`src/rtl/alu_seq_ctrl.sv`:
```
// alu_seq_ctrl: multi-cycle FSM sequencing ALU/memory/writeback strobes for a MIPS-like instruction subset
// Ports: clk, rst_n (async, active-low); start/instr accepted in IDLE; zero_flag gates pc_write in BRANCH.
//        alu_control/alu_src_b drive the ALU; reg_write/mem_read/mem_write/mem_to_reg/pc_write are datapath strobes;
//        busy (non-IDLE), done and illegal (one-cycle pulses) report progress.
module alu_seq_ctrl (
  input  logic        clk,
  input  logic        rst_n,
  input  logic        start,
  input  logic [31:0] instr,
  input  logic        zero_flag,
  output logic [2:0]  alu_control,
  output logic        alu_src_b,
  output logic        reg_write,
  output logic        mem_read,
  output logic        mem_write,
  output logic        mem_to_reg,
  output logic        pc_write,
  output logic        busy,
  output logic        done,
  output logic        illegal
);
  typedef enum logic [2:0] {IDLE, DECODE, EXEC, MEM, WB, BRANCH} state_t;
  state_t      state_q, state_d;
  logic [31:0] ir_q, ir_d;
  logic [5:0]  op, fn;
  logic [2:0]  r_ctl, ctl;
  logic        is_r, is_lw, is_sw, is_addi, is_beq, legal, imm, act, br_q;
  logic        unused_ir;
  // Decoding the next instruction value lets every output be registered yet valid in the state it belongs to.
  always_comb begin
    ir_d    = (state_q == IDLE && start) ? instr : ir_q;
    op      = ir_d[31:26];
    fn      = ir_d[5:0];
    is_r    = op == 6'b000000;
    is_lw   = op == 6'b100011;
    is_sw   = op == 6'b101011;
    is_addi = op == 6'b001000;
    is_beq  = op == 6'b000100;
    r_ctl   = fn == 6'b100000 ? 3'b001 :
              fn == 6'b100010 ? 3'b010 :
              fn == 6'b101010 ? 3'b011 :
              fn == 6'b100100 ? 3'b100 :
              fn == 6'b100101 ? 3'b101 :
              fn == 6'b100110 ? 3'b110 :
              fn == 6'b100111 ? 3'b111 : 3'b000;
    imm     = is_lw | is_sw | is_addi;
    legal   = (is_r && r_ctl != 3'b000) || imm || is_beq;
    ctl     = is_r ? r_ctl : is_beq ? 3'b010 : imm ? 3'b001 : 3'b000;
    state_d = state_q == IDLE   ? (start ? DECODE : IDLE) :
              state_q == DECODE ? (!legal ? IDLE : is_beq ? BRANCH : EXEC) :
              state_q == EXEC   ? ((is_lw | is_sw) ? MEM : WB) :
              (state_q == MEM && is_lw) ? WB : IDLE;
    act     = state_d inside {EXEC, MEM, WB, BRANCH};
  end
  assign unused_ir = ^ir_q[25:6];
  // zero_flag is only meaningful while the ALU performs the beq subtract, so it gates the registered branch strobe.
  assign pc_write = br_q & zero_flag;
  always_ff @(posedge clk or negedge rst_n) begin
    if (!rst_n) begin
      state_q     <= IDLE;
      ir_q        <= '0;
      alu_control <= '0;
      alu_src_b   <= 1'b0;
      reg_write   <= 1'b0;
      mem_read    <= 1'b0;
      mem_write   <= 1'b0;
      mem_to_reg  <= 1'b0;
      br_q        <= 1'b0;
      busy        <= 1'b0;
      done        <= 1'b0;
      illegal     <= 1'b0;
    end else begin
      state_q     <= state_d;
      ir_q        <= ir_d;
      alu_control <= act ? ctl : 3'b000;
      alu_src_b   <= act & imm;
      reg_write   <= state_d == WB;
      mem_read    <= state_d == MEM && is_lw;
      mem_write   <= state_d == MEM && is_sw;
      mem_to_reg  <= state_d == WB && is_lw;
      br_q        <= state_d == BRANCH;
      busy        <= state_d != IDLE;
      done        <= state_d == WB || state_d == BRANCH || (state_d == MEM && is_sw);
      illegal     <= state_d == DECODE && !legal;
    end
  end
endmodule
```
`config.mk`:
```
export PLATFORM = sky130hd
export DESIGN_NAME = alu_seq_ctrl
export DESIGN_NICKNAME = d
export VERILOG_FILES = /design/src/rtl/alu_seq_ctrl.sv
export SDC_FILE = /design/constraint.sdc
export NUM_CORES = 1
export LEC_CHECK = 0
export ABC_AREA = 1
export CORE_ASPECT_RATIO = 1.25
export CORE_MARGIN = 3
export CORE_UTILIZATION = 35
export DETAILED_ROUTE_END_ITERATION = 10
export PLACE_DENSITY = 0.72
export SLEW_MARGIN = 10
export SYNTH_ARGS = -nofsm -noshare
export SYNTH_HDL_FRONTEND = slang
export SYNTH_SLANG_ARGS = --single-unit
export TNS_END_PERCENT = 1
```
`constraint.sdc`:
```
create_clock -name clk -period 2 [get_ports clk]
set_input_delay 0.3 -clock clk [delete_from_list [all_inputs] [get_ports clk]]
set_output_delay 0.3 -clock clk [all_outputs]
set_load 0.05 [all_outputs]
```
=== Word-level counts from Yosys, hierarchy flattened ===
Cells that the tools add are included.

* Output and inout port bits: 12
* Input bits: 36
* Register bits after elaboration: 47
* Logic and storage cells: 73

* Equal/unequal tests: 19
* Reductions and logical operators: 17
* Bitwise logic cells: 4
* Mux-type cells: 20

{| class="wikitable"
|+ Operators by type and width
! cell !! count
|-
| == test 6 bit, second input constant || 9
|-
| 2-to-1 mux 3 bit || 16
|-
| 2-to-1 mux 32 bit || 1
|-
| == test 3 x 2 -> 1 bit, second input constant || 4
|-
| logical AND 1 bit || 7
|-
| == test 3 x 1 -> 1 bit, second input constant || 2
|-
| == test 3 bit, second input constant || 2
|-
| == test 6 x 3 -> 1 bit, second input constant || 1
|-
| == test 6 x 4 -> 1 bit, second input constant || 1
|-
| zero test 6 bit || 1
|-
| nonzero test 3 bit || 2
|-
| logical OR 1 bit || 4
|-
| nonzero test 4 bit || 1
|-
| zero test 3 bit || 1
|-
| bitwise AND 1 bit || 2
|-
| 2-to-1 mux 1 bit || 2
|-
| 2-to-1 mux 2 bit || 1
|-
| OR 1 bit || 2
|-
| zero test 1 bit || 1
|}

=== Logic depth before layout (Yosys ltp) ===
* Depth after elaboration: 21
* Mapped depth: 15
* Mapped depth without buffers: 14

=== Worst setup path after synthesis ===
Ideal clock, no wire load.

* Path type: register -> register
* Start point: reg state_q[1]
* End point: reg alu_control[0]
* Data required time: 1887 ps
* Period minus slack after synthesis: 1734 ps
* Data arrival time: 1621 ps
* Setup slack: 266 ps
* Path buffers: 1
* Library setup time: 113 ps
* Stages on the path, launching flop included: 14
* Cells stage by stage: dfrtp_1 nor2_4 nand3_4 buf_6 nand2_1 nand2_1 nand2_1 nor2_1 nand3_1 nand2_1 a21oi_4 nand3_2 nand2_1 inv_1

* Longest elaborated chain between the ends: 21
* Elaborated cells on any way between the ends: 48
* Classes of those cells: eq/ne: 18; mux: 19; bitwise: 2; reduce/logical: 9

{| class="wikitable"
|+ Ends and longest elaborated chain
! what !! line !! RTL
|-
| start, declared || 23 || <nowiki>state_t state_q, state_d;</nowiki>
|-
| start signal, assigned || 73 || <nowiki>state_q <= state_d;</nowiki>
|-
| zero test 3 bit || 31, 49 ||
|-
| logical AND 1 bit || 31 || <nowiki>ir_d = (state_q == IDLE && start) ? instr : ir_q;</nowiki>
|-
| 2-to-1 mux 32 bit || 31 ||
|-
| == test 6 bit || 45 || <nowiki>fn == 6'b100111 ? 3'b111 : 3'b000;</nowiki>
|-
| 2-to-1 mux 3 bit || 45 ||
|-
| 2-to-1 mux 3 bit || 44 || <nowiki>fn == 6'b100110 ? 3'b110 :</nowiki>
|-
| 2-to-1 mux 3 bit || 43 || <nowiki>fn == 6'b100101 ? 3'b101 :</nowiki>
|-
| 2-to-1 mux 3 bit || 42 || <nowiki>fn == 6'b100100 ? 3'b100 :</nowiki>
|-
| [3 not listed] || -- ||
|-
| nonzero test 3 bit || 47 || <nowiki>legal = (is_r && r_ctl != 3'b000) || imm || is_beq;</nowiki>
|-
| logical AND 1 bit || 47 ||
|-
| logical OR 1 bit (2 in series) || 47 ||
|-
| 2-to-1 mux 3 bit (2 in series) || 50 || <nowiki>state_q == DECODE ? (!legal ? IDLE : is_beq ? BRANCH : EXEC) :</nowiki>
|-
| 2-to-1 mux 3 bit || 49 || <nowiki>state_d = state_q == IDLE ? (start ? DECODE : IDLE) :</nowiki>
|-
| == test 3 x 2 -> 1 bit / == test 3 bit (equally long branches) || 53 || <nowiki>act = state_d inside {EXEC, MEM, WB, BRANCH};</nowiki>
|-
| nonzero test 4 bit || 53 ||
|-
| 2-to-1 mux 3 bit * || 75 || <nowiki>alu_control <= act ? ctl : 3'b000;</nowiki>
|-
| end signal, assigned || 75 ||
|-
| end, declared || 11 || <nowiki>output logic [2:0] alu_control,</nowiki>
|}

Mark *: on every way between the ends. The rest lies on a longest branch, timed or not.
A chain may end at the register's enable or synchronous reset.

=== Worst setup path after layout ===
* Start point: reg state_q[1]
* End point: reg alu_control[1]

The elaborated chain is that of the path after synthesis.

==> results.json <==
{
  "grt_pass1_vias": 1180,
  "final_area_um2": 1986,
  "utilization_pct": 50.78,
  "tightest_slew_ns": 0.4937,
  "placedInstanceArea_um2": 1914,
  "met1_usage_pct": 14.96,
  "htreeDepth": 1,
  "hpwl_mm": 2.224,
  "synth_common_cells": "nand2_1 (40), inv_1 (32), dfrtp_1 (27)",
  "cts_made_buffers": 3,
  "synth_area_leader_cell": "dfrtp_1",
  "path_clk_slew_ns": 0.09,
  "cts_sinks": 27,
  "worstPathRequired_ns": 2.18,
  "synth_cells": 173,
  "die_w_um": 63.97,
  "setup.worst_path.start_class": "flip-flop",
  "ys.warnings.count": 0,
  "ant_nets": 0,
  "tns_ns": 0,
  "top_register": "ir_q",
  "skew_ns": 0.004974,
  "die-area_um2": 5019,
  "n_antenna_cell": 0,
  "grt_usage_pct": 12.83,
  "drt_wl_total_mm": 2.865,
  "setup_viol": 0,
  "hold_buffers": 0,
  "p_clk_share_pct": 14.5,
  "grt_max_degree": 28,
  "max_freq_mhz": 526.9,
  "use_met3_pct": 2.003,
  "p_leak_nw": 1.055,
  "overflow": 0,
  "root_buffer": "clkbuf_8",
  "drcViolationCount": 0,
  "cp_max_fo": 11,
  "maxSlewHeadroom_pct": 66.98,
  "combPwrFrac_pct": 50.2,
  "fillers": 383,
  "maxCapViolations": 0,
  "synth_cell_types": 25,
  "grt.busiest_layer": "met2",
  "first_pass_iters": 4,
  "vias": 1202,
  "p_int_mw": 1.237,
  "antenna_found_initial": 0,
  "synth_top_cell_area_share_pct": 45.96,
  "finalHoldViolCount": 0,
  "p_per_area_nw_per_um2": 1069,
  "grt_pass1_wl_mm": 5.147,
  "clockBufferDepth": 2,
  "die_y_um": 78.46,
  "largest_reg_flops": 12,
  "hp-class": "in2async",
  "fp-row-count": 25,
  "ir_worst_vdd_uv": 341.5,
  "via_per_inst": 4.387,
  "nets": 257,
  "clk_latency_ns": 0.27,
  "synth-edff-count": 0,
  "power.switching_mw": 0.8862,
  "synthTopCellsByArea": "dfrtp_1 (46%), nand2_1 (10%), inv_1 (8.2%)",
  "synth_area_per_cell_um2": 8.498,
  "min_period_ns": 1.898,
  "syn_to_final_growth_pct": 35.06,
  "drive_gt1_share_pct": 25.45,
  "p_sw_share_pct": 41.74,
  "tritoncts": "done",
  "outcome": "complete, no violations",
  "synth_nets": 209,
  "core_area_um2": 3910,
  "io_buffers": 27,
  "rsz0062_at_grt": "true",
  "syn-cell-area_um2": 1470,
  "gp_congestion": 0.7317,
  "wl_per_cell_um": 10.46,
  "yosys_register_bits": 27,
  "top_regs": "ir_q (12), alu_control (3), state_q (3)",
  "end_kind": "flip-flop",
  "slew_viol_final": 0,
  "ys_seq_area_share_pct": 45.96,
  "initial_core_util_pct": 37.60,
  "ioPinCount": 48,
  "async_reset_ff_share_pct": 100.0,
  "seqPwrFrac_pct": 35.3,
  "synth_most_common_cell": "nand2_1",
  "synth_flop_cell": "dfrtp_1",
  "met2_usage_pct": 23.16,
  "fin_crit_sh_pct": 94.90,
  "arrival_ns": 2.07,
  "critical_path_class": "reg2reg",
  "drt_iter0_drc": 29
}
==> kinds of logic (layout without fill, tap and decap cells) <==
| group | count (synthesis) | after routing | synth area share [%] |
|---|---|---|---|
| flip-flops | 27 | 27 | 45.96 |
| AND/OR/NAND/NOR | 100 | 100 | 37.96 |
| AO/OA/AOI/OAI | 7 | 7 | 4.510 |
| buffers and inverters | 39 | 86 | 11.57 |
==> cell type report <==
cell class                      instances  area [µm²]  share of cell area, %
Clock inverter                          1       7.507                 0.3781
Timing Repair Buffer                   47       430.4                  21.68
Clock buffer                            3       41.29                  2.079
Sequential cell                        27       675.6                  34.03
Multi-Input combinational cell        107       631.9                  31.82
Tap cell                               54       67.56                  3.403
Inverter                               35       131.4                  6.616
==> worst max-delay path: stages (launching register included) <==
cell and delay, ns:
dfrtp_1 0.42, nor2_4 0.17, nand3_4 0.16, buf_4 0.18, nand2_1 0.05, nand2_1 0.07
buf_4 0.13, nand3_1 0.08, nor2_2 0.05, o21ai_2 0.12, nand2_2 0.07, nand2_2 0.09
nand3_2 0.09, nand2_1 0.07, inv_1 0.04
==> cells in the final DEF (no fill, tap or decap), types with 2 or more instances in the layout <==
| cell type | n |
|---|---|
| nand2_4 | 2 |
| nand3_4 | 2 |
| dfrtp_1 | 27 |
| nor2_1 | 8 |
| buf_4 | 20 |
| inv_1 | 32 |
| nor2_2 | 5 |
| nor2_4 | 4 |
| nor3_1 | 2 |
| a21oi_4 | 2 |
| nand3_2 | 2 |
| nand2_2 | 8 |
| nand4_1 | 16 |
| clkbuf_8 | 3 |
| inv_2 | 3 |
| nand3_1 | 7 |
| nand2_1 | 40 |
| clkdlybuf4s50_1 | 26 |
==> power by group through the flow <==
stage	sequential [mW]	clock, mW	combinational [mW]
floorplan	0.842	0	0.652
global placement	0.757	0	1.03
detailed placement	0.762	0	1.05
CTS	0.750	0.321	1.06
global route	0.767	0.336	1.18
finish	0.749	0.308	1.07
==> through the flow <==
step | cells | worst slack [ns] | power, mW | hold slack [ns]
2_1_floorplan | 173 | 0.2657 | 1.495 | 0.004409
3_3_place_gp | 268 | -0.1747 | 1.789 | 0.4806
3_5_place_dp | 268 | -0.2012 | 1.812 | 0.4828
4_1_cts | 272 | 0.07097 | 2.126 | 0.4038
5_1_grt | 274 | -0.07938 | 2.286 | 0.4351
6_report | 274 | 0.1020 | 2.123 | 0.3996
==> what timing repair did <==
item	4_1_cts	5_1_grt
endpoints found under the setup margin	0	7
gates resized for setup	0	2
buffers inserted	0	2
==> path summary, 6_finish.rpt <==
check	start	end	slack, ns	cells after the start
max	state_q[1]$_DFF_PN0_	alu_control[1]$_DFF_PN0_	0.10	14
min	rst_n	ir_q[30]$_DFF_PN0_	0.40	2
max reg2reg	state_q[1]$_DFF_PN0_	alu_control[1]$_DFF_PN0_	0.10	14
min reg2reg	ir_q[29]$_DFF_PN0_	ir_q[29]$_DFF_PN0_	0.51	2
max in group asynchronous	rst_n	ir_q[29]$_DFF_PN0_	1.34	2
min in group clk	ir_q[29]$_DFF_PN0_	ir_q[29]$_DFF_PN0_	0.51	2
==> routing by layer <==
layer | wire (µm) | up-vias
met3 | 88 | 2
met2 | 1546 | 14
met5 | 0 | -
met4 | 14 | 0
li1 | - | 635
met1 | 1215 | 551
Power figures use the tool's default switching activity.
